$ cat src/rtl/instr_decode_stage.sv
// instr_decode_stage: decodes fetched instruction words into opcode, register
// indices and raw immediate fields behind a 2-entry skid buffer.
// Ports: clk, rst_n (async, active low); in_valid/in_ready/in_instr/in_pc
// from fetch; flush discards all held beats; out_valid/out_ready handshake
// with execute; out_pc, out_cls, out_opcode, out_rd, out_rs, out_rt,
// out_cond, out_imm15, out_imm19, out_off23, out_illegal carry the beat.
// Optional feature macro: DECODE_ILLEGAL_TRAP_EN (flag reserved encodings).
module instr_decode_stage #(
    parameter int PC_W    = 32,
    parameter int INSTR_W = 32
) (
    input  logic            clk,
    input  logic            rst_n,
    input  logic            in_valid,
    output logic            in_ready,
    input  logic [31:0]     in_instr,
    input  logic [PC_W-1:0] in_pc,
    input  logic            flush,
    output logic            out_valid,
    input  logic            out_ready,
    output logic [PC_W-1:0] out_pc,
    output logic [1:0]      out_cls,
    output logic [5:0]      out_opcode,
    output logic [4:0]      out_rd,
    output logic [4:0]      out_rs,
    output logic [4:0]      out_rt,
    output logic [2:0]      out_cond,
    output logic [14:0]     out_imm15,
    output logic [18:0]     out_imm19,
    output logic [22:0]     out_off23,
    output logic            out_illegal
);

    if (INSTR_W != 32) begin : g_bad_width
        $error("instr_decode_stage: only INSTR_W = 32 is supported");
    end

    localparam logic [1:0] CLS_AR  = 2'b00;
    localparam logic [1:0] CLS_ART = 2'b01;
    localparam logic [1:0] CLS_L   = 2'b10;
    localparam logic [1:0] CLS_J   = 2'b11;

    typedef struct packed {
        logic [PC_W-1:0] pc;
        logic [1:0]      cls;
        logic [5:0]      opcode;
        logic [4:0]      rd;
        logic [4:0]      rs;
        logic [4:0]      rt;
        logic [2:0]      cond;
        logic [14:0]     imm15;
        logic [18:0]     imm19;
        logic [22:0]     off23;
        logic            illegal;
    } beat_t;

    function automatic beat_t decode(
        input logic [31:0]     instr,
        input logic [PC_W-1:0] pc
    );
        beat_t b;
        b         = '0;
        b.pc      = pc;
        b.cls     = instr[31:30];
        b.opcode  = instr[31:26];
        b.rd      = instr[25:21];
        b.rs      = instr[20:16];
        b.rt      = instr[15:11];
        case (b.cls)
            CLS_AR:  ;
            CLS_ART: b.imm19 = instr[18:0];
            CLS_L:   b.imm15 = instr[14:0];
            CLS_J: begin
                b.rd    = '0;
                b.rs    = '0;
                b.cond  = instr[25:23];
                b.off23 = instr[22:0];
            end
            default: ;
        endcase
`ifdef DECODE_ILLEGAL_TRAP_EN
        b.illegal = (b.opcode == 6'b001111)
                 || (b.opcode == 6'b011111)
                 || (b.cls == CLS_J && instr[25:23] == 3'b111);
        // Illegal beats still flow so execute can trap, but carry no immediate.
        if (b.illegal) begin
            b.imm15 = '0;
            b.imm19 = '0;
            b.off23 = '0;
        end
`else
        b.illegal = 1'b0;
`endif
        return b;
    endfunction

    beat_t main_q;
    beat_t skid_q;
    beat_t in_beat;
    logic  main_valid;
    logic  skid_valid;
    logic  accept;
    logic  drain;

    assign in_beat = decode(in_instr, in_pc);
    assign accept  = in_valid && !skid_valid;
    assign drain   = main_valid && out_ready;

    // Main register drives the outputs; the skid register only catches a
    // beat accepted while main is stalled, so in_ready is a pure flop output.
    always_ff @(posedge clk or negedge rst_n) begin
        if (!rst_n) begin
            main_valid <= 1'b0;
            skid_valid <= 1'b0;
            main_q     <= '0;
            skid_q     <= '0;
        end else if (flush) begin
            main_valid <= 1'b0;
            skid_valid <= 1'b0;
        end else if (!main_valid || drain) begin
            if (skid_valid) begin
                main_q     <= skid_q;
                main_valid <= 1'b1;
                skid_valid <= 1'b0;
            end else begin
                main_valid <= accept;
                if (accept) begin
                    main_q <= in_beat;
                end
            end
        end else if (accept) begin
            skid_q     <= in_beat;
            skid_valid <= 1'b1;
        end
    end

    assign in_ready    = !skid_valid;
    assign out_valid   = main_valid;
    assign out_pc      = main_q.pc;
    assign out_cls     = main_q.cls;
    assign out_opcode  = main_q.opcode;
    assign out_rd      = main_q.rd;
    assign out_rs      = main_q.rs;
    assign out_rt      = main_q.rt;
    assign out_cond    = main_q.cond;
    assign out_imm15   = main_q.imm15;
    assign out_imm19   = main_q.imm19;
    assign out_off23   = main_q.off23;
    assign out_illegal = main_q.illegal;

endmodule

$ cat config.mk
export PLATFORM = sky130hd
export DESIGN_NAME = instr_decode_stage
export DESIGN_NICKNAME = d
export VERILOG_FILES = /design/src/rtl/instr_decode_stage.sv
export SDC_FILE = /design/constraint.sdc
export NUM_CORES = 1
export LEC_CHECK = 0
export BUFFER_PORTS_ARGS = -buffer_cell sky130_fd_sc_hd__buf_2
export CAP_MARGIN = 20
export CORE_MARGIN = 1.5
export CORE_UTILIZATION = 56
export CTS_CLUSTER_DIAMETER = 40
export DETAILED_ROUTE_END_ITERATION = 7
export GPL_TIMING_DRIVEN = 0
export PLACE_DENSITY = 0.8
export SLEW_MARGIN = 20
export SYNTH_ARGS = -nofsm -noshare
export SYNTH_HDL_FRONTEND = slang
export SYNTH_SLANG_ARGS = --single-unit
$ cat constraint.sdc
create_clock -name clk -period 2.1 [get_ports clk]
set_input_delay 0.105 -clock clk [delete_from_list [all_inputs] [get_ports clk]]
set_output_delay 0.105 -clock clk [all_outputs]
set_load 0.05 [all_outputs]
---- Yosys cells after proc, flatten, opt, wreduce, memory -nomap -nowiden ----
Cells that the tools add are included.
cells by class
  mux-type cells .......................... 13
  bitwise operators ....................... 2
  reductions and logical operators ........ 10
  eq/ne operators ......................... 3
operators with widths
  kind                                            count
  2-to-1 mux 116 bit                              2
  2-to-1 mux 23 bit                               1
  2-to-1 mux 19 bit                               1
  2-to-1 mux 15 bit                               1
  2-to-1 mux 10 bit                               1
  2-to-1 mux 1 bit                                6
  AND reduction 3 bit                             2
  == test 2 bit (second input constant)           2
  nonzero test 2 bit                              2
  2-to-1 mux 3 bit                                1
  nonzero test 3 bit                              1
  == test 2 x 1 -> 1 bit (second input constant)  1
  logical AND 1 bit                               2
  logical NOT 1 bit                               2
  inverter 1 bit                                  2
  logical OR 1 bit                                1
storage, ports and cells
  register bits after elaboration ......... 233
  output and inout port bits .............. 118
  word-level logic and storage cells ...... 51
  input port bits ......................... 69

---- Logic depth before layout (Yosys ltp) ----
  depth after elaboration ................. 5
  mapped depth ............................ 6

---- Worst setup path before layout ----
OpenSTA, ideal clock, no wires.
  kind .................................... flip-flop to flip-flop
  start ................................... register skid_valid
  end ..................................... register main_q, in the netlist out_cond[1]
  path buffers ............................ 2
  slack ................................... 270 ps
  setup time .............................. 128 ps
  arrival ................................. 1,702 ps
  cell stages (with the launch flop) ...... 6
  period minus slack after synthesis ...... 1,830 ps
  required time ........................... 1,972 ps
  cells stage by stage .................... dfrtp_1 buf_4 clkinv_1 clkbuf_1 o22ai_1 mux2_1
between the ends
  longest elaborated chain between the ends .. 4
RTL lines
  what                                  RTL line  source
  from (decl)                           101       logic skid_valid;
  from (signal assigned)                114       skid_valid <= 1'b0;
  from (signal assigned)                119       skid_valid <= 1'b0;
  from (signal assigned)                124       skid_valid <= 1'b0;
  logical NOT 1 bit                     --
  net in_ready                          15        output logic in_ready,
  logical AND 1 bit                     106       assign accept = in_valid && !skid_valid;
  nonzero test 2 bit (no source line)   --
  AND reduction 3 bit (no source line)  --
  to (signal assigned)                  122       main_q <= skid_q;
  to (signal assigned)                  128       main_q <= in_beat;
  to (decl)                             97        beat_t main_q;
The timed path passes the listed nets, and every way through them passes these cells.
A chain may end at the register's enable or synchronous reset.

---- Worst setup path after layout ----
  start ................................... register skid_valid
  end ..................................... register main_q, in the netlist out_rd[4]
between the ends
  longest elaborated chain between the ends .. 4
RTL lines
  what                                  RTL line
  logical NOT 1 bit                     106
  logical AND 1 bit                     106
  nonzero test 2 bit (no source line)   --
  AND reduction 3 bit (no source line)  --
Several ways; a longest one is shown, not always the timed one.

==> results summary <==
The number of placed instances, taps included, is 1,227. By instance count, the leading cell after synthesis is dfrtp_1. The smallest setup slack after layout is 0.06387 ns. The initial cell density of the core came out at a little under three fifths. The leakage power total is 6.913 nW.

The later pin in the worst-skew pair is clocked with a latency of around 0.50 ns. The worst setup path is of the flip-flop to flip-flop kind. The class of the tightest hold or removal check is input port to flip-flop. The kind of start point of the critical path is a flip-flop. The number of different library cells used by synthesis comes to 24. In this run the core area contains a little under 50 standard-cell rows.

The library cell occupying the most area in the post-synthesis netlist is dfrtp_1. Adding up every negative setup slack in the final design gives 0 ns. The sequential share of the synthesized area is 55.74%. Based on the critical path, the design can be clocked at up to 491.1 MHz. The number of filler instances in the final layout is 1,176.

In the routed layout, each cell is associated on average with a via count of 5.516. In this run the top signal layer used is met4. 187 I/O pins were placed.

The worst-case IR drop observed on VDD is 0.001160 V. The total number of vias came out at 7,480. The area of the die is between 15,000 and 20,000 um2.

The cell sitting at the root of the clock tree is a clkbuf_16. Counting the buffers created by CTS gives 35. The number of setup violations in the final report is 0. Setup repair after global routing left no endpoint under its margin. Global routing used ~29% of the available tracks.

The number of port buffers is 183. The maximum number of buffers from clock root to sink is 3. For the worst setup path, the data arrival time is around 2.4 ns. The detailed-router iteration count before antenna repair is 5. TritonCTS built the clock tree. The pre-CTS setup slack came out at 0.1930 ns. The count of mapped cells out of synthesis is just over 800. CTS built an H-tree with a depth of 2. The headroom to the max-slew limit is 51.56%.

The chip width came out at 138.2 um. The standard cell core area came out at 17,960 um2. The area of placed instances is 11,500 um2. The total global routing overflow came out at 0. In the final design database the tool counted around 1.2k nets. For this run, design rule violations remaining after detail routing come to 0. The routed design uses ~14,000 um of met2 wire. The post-synthesis average cell area came out at 12.59 um2.

The period utilization is 96.96%. The worst endpoint required time is ~2.5 ns. Once detailed placement completed, the half-perimeter wirelength came to 16,880 um.

The number of global-route vias before repair came out at roughly 8k. In the synthesized netlist, the cells that appear most often are dfrtp_1 (228), mux2_2 (132), mux2_1 (81), nand2_1 (81). The share of the synthesized area in the top cell type came out at approximately 56%.

In the post-synthesis netlist, the biggest area contributors are dfrtp_1 (56%), mux2_2 (15%), mux2_1 (8.9%). After synthesis, the share of flip-flops with an asynchronous set or reset is 100.0%. The count of warnings emitted by yosys is 0.

The number of antenna-violating nets in the routed design came out at 0. The share of cells above drive strength 1 came out at around 37%. The number of inserted diodes is 0. The power per standard cell area is 1119 nW/um2.

The die span in y came out at 138.2 um. The run finished with clean final reports. The worst setup path is captured at a flip-flop. The first-pass GRT wire length is 43,880 um. The post-route minimum period is 2.036 ns.

The final standard cell count with taps included and fillers excluded is 1,356. The worst hold slack across all endpoints came out at 0.05935 ns. The average wire length per cell after detail routing came out at about 20 um. The total wire length after detailed routing is 26,890 um. The sum of met3 wire segment lengths after detailed routing came out at 1892 um. The DRC marker count from the first detailed-route iteration came out at 386. The synthesis-to-finish area growth is 31.28%.

The final worst clock skew is between 0.02 and 0.025 ns. The maximum number of pins on one net before global-route repair came out at between 90 and 100. The number of max-cap violations is 0. The met1 routed wirelength after detailed routing is 10,890 um.

The count of endpoints failing hold in the final timing report was 0. The count of final max-slew check failures came out at 0. The clock-pin slew reported for the worst setup and hold paths after clock tree synthesis came out at 0.05 ns.

Along the worst path, the maximum fanout reaches 10. The number of nets handed over by synthesis was a little under 900. The register bit total from synthesis came out at 228. The transition time at the pin with the least slew margin is 0.7267 ns.

The post-synthesis instance area is slightly above 10,000 um2. The number of flops mapped to enable cells by yosys is 0. The number of sinks on the clock net is about 230.

The final design instance area without fill came out at approximately 13,000 um2. At the end of routability-driven placement, the weighted congestion stood at 0.7916. For this run, the leading register cell type out of synthesis is dfrtp_1. The initial antenna violation count came out at 0.
where the power goes:
| part | total (W) | internal [W] | switching (W) | leakage [nW] |
|---|---|---|---|---|
| Sequential | 0.00561 | 0.00523 | 0.000379 | 2.87 |
| Combinational | 0.00321 | 0.00105 | 0.00216 | 3.42 |
| Clock | 0.00621 | 0.00407 | 0.00214 | 0.615 |
cell usage in the layout (no fill, tap or decap):
cell and n:
dlygate4sd3_1 67, nor2b_1 3, clkinvlp_4 3, nor2_1 1, nand2b_1 29, buf_6 10
nor2_2 1, dfrtp_1 228, clkbuf_2 1, clkbuf_8 3, conb_1 1, clkinv_2 5
o22ai_1 51, a21oi_1 1, mux2_2 132, buf_2 205, mux2_1 81, clkinv_4 4
clkbuf_16 37, inv_6 2, inv_1 51, o21ai_0 19, buf_16 2, and2_1 1
buf_8 1, and3_1 19, nor3_1 1, mux2i_1 51, buf_4 5, inv_8 1
nor3_2 1, clkinv_1 1, bufinv_16 6, nand3_1 1, nand2_1 81, clkbuf_1 21
area by class of cell:
type | instances | area [um2] | area share (%)
Buffer | 59 | 345.3 | 2.570
Clock buffer | 41 | 970.9 | 7.225
Clock inverter | 21 | 291.5 | 2.169
Inverter | 52 | 195.2 | 1.453
Multi-Input combinational cell | 474 | 3991 | 29.70
Sequential cell | 228 | 5705 | 42.46
Tap cell | 229 | 286.5 | 2.132
Timing Repair Buffer | 252 | 1652 | 12.29
critical path, stage by stage (launching register included):
cell	delay, ns
dfrtp_1	0.35
buf_4	0.17
clkinv_1	0.20
clkbuf_1	0.59
o22ai_1	0.28
mux2_2	0.31
metrics by stage:
step                      util (%)  power (W)
after floorplan                  -   0.007832
after global placement       63.68   0.008596
after detailed placement     64.04   0.008726
after CTS                    74.81    0.01506
after global routing         74.81    0.01558
final                        74.81    0.01503
registers in the layout, summed over array words and instances, names as in the netlist:
name	cells
out_imm19	19
out_rt	5
skid_q	113
out_cond	3
out_off23	23
out_valid	1
out_rd	5
out_pc	32
out_rs	5
skid_valid	1
out_cls	2
out_opcode	4
out_imm15	15
worst paths after layout:
| kind | from | to | slack, ns | cells after the start |
|---|---|---|---|---|
| worst max-delay path | skid_valid | out_rd[4] | 0.06 | 5 |
| worst min-delay path | in_instr[30] | out_cls[0] | 0.06 | 3 |
| worst max register to register | skid_valid | out_rd[4] | 0.06 | 5 |
| worst min register to register | out_imm15[12] | out_imm15[12] | 0.47 | 1 |
| max in group asynchronous | rst_n | out_pc[10] | 1.22 | 3 |
| min in group asynchronous | rst_n | out_imm15[12] | 0.11 | 2 |
repair_timing:
item | in CTS | in global routing
hold endpoints to repair | 357 | 0
setup endpoints to repair | 1 | 0
setup buffers | 0 | 0
gates resized for setup | 1 | 0
hold buffers | 67 | 0
metal layers:
metal,GRT usage [%],up-vias
li1,-,3383
met1,36.46,3766
met2,49.46,287
met3,7.170,44
met4,8.255,0
met5,0,-
cell families after synthesis:
kind of cell           share of synthesized area [%]
muxes                                          28.42
DFF                                            55.74
and+or+nand+nor                                6.442
buffers and inverters                          5.268
AOI/OAI and AO/OA                              4.095
other                                        0.03664
No activity file was read; power rests on OpenSTA's default activity.
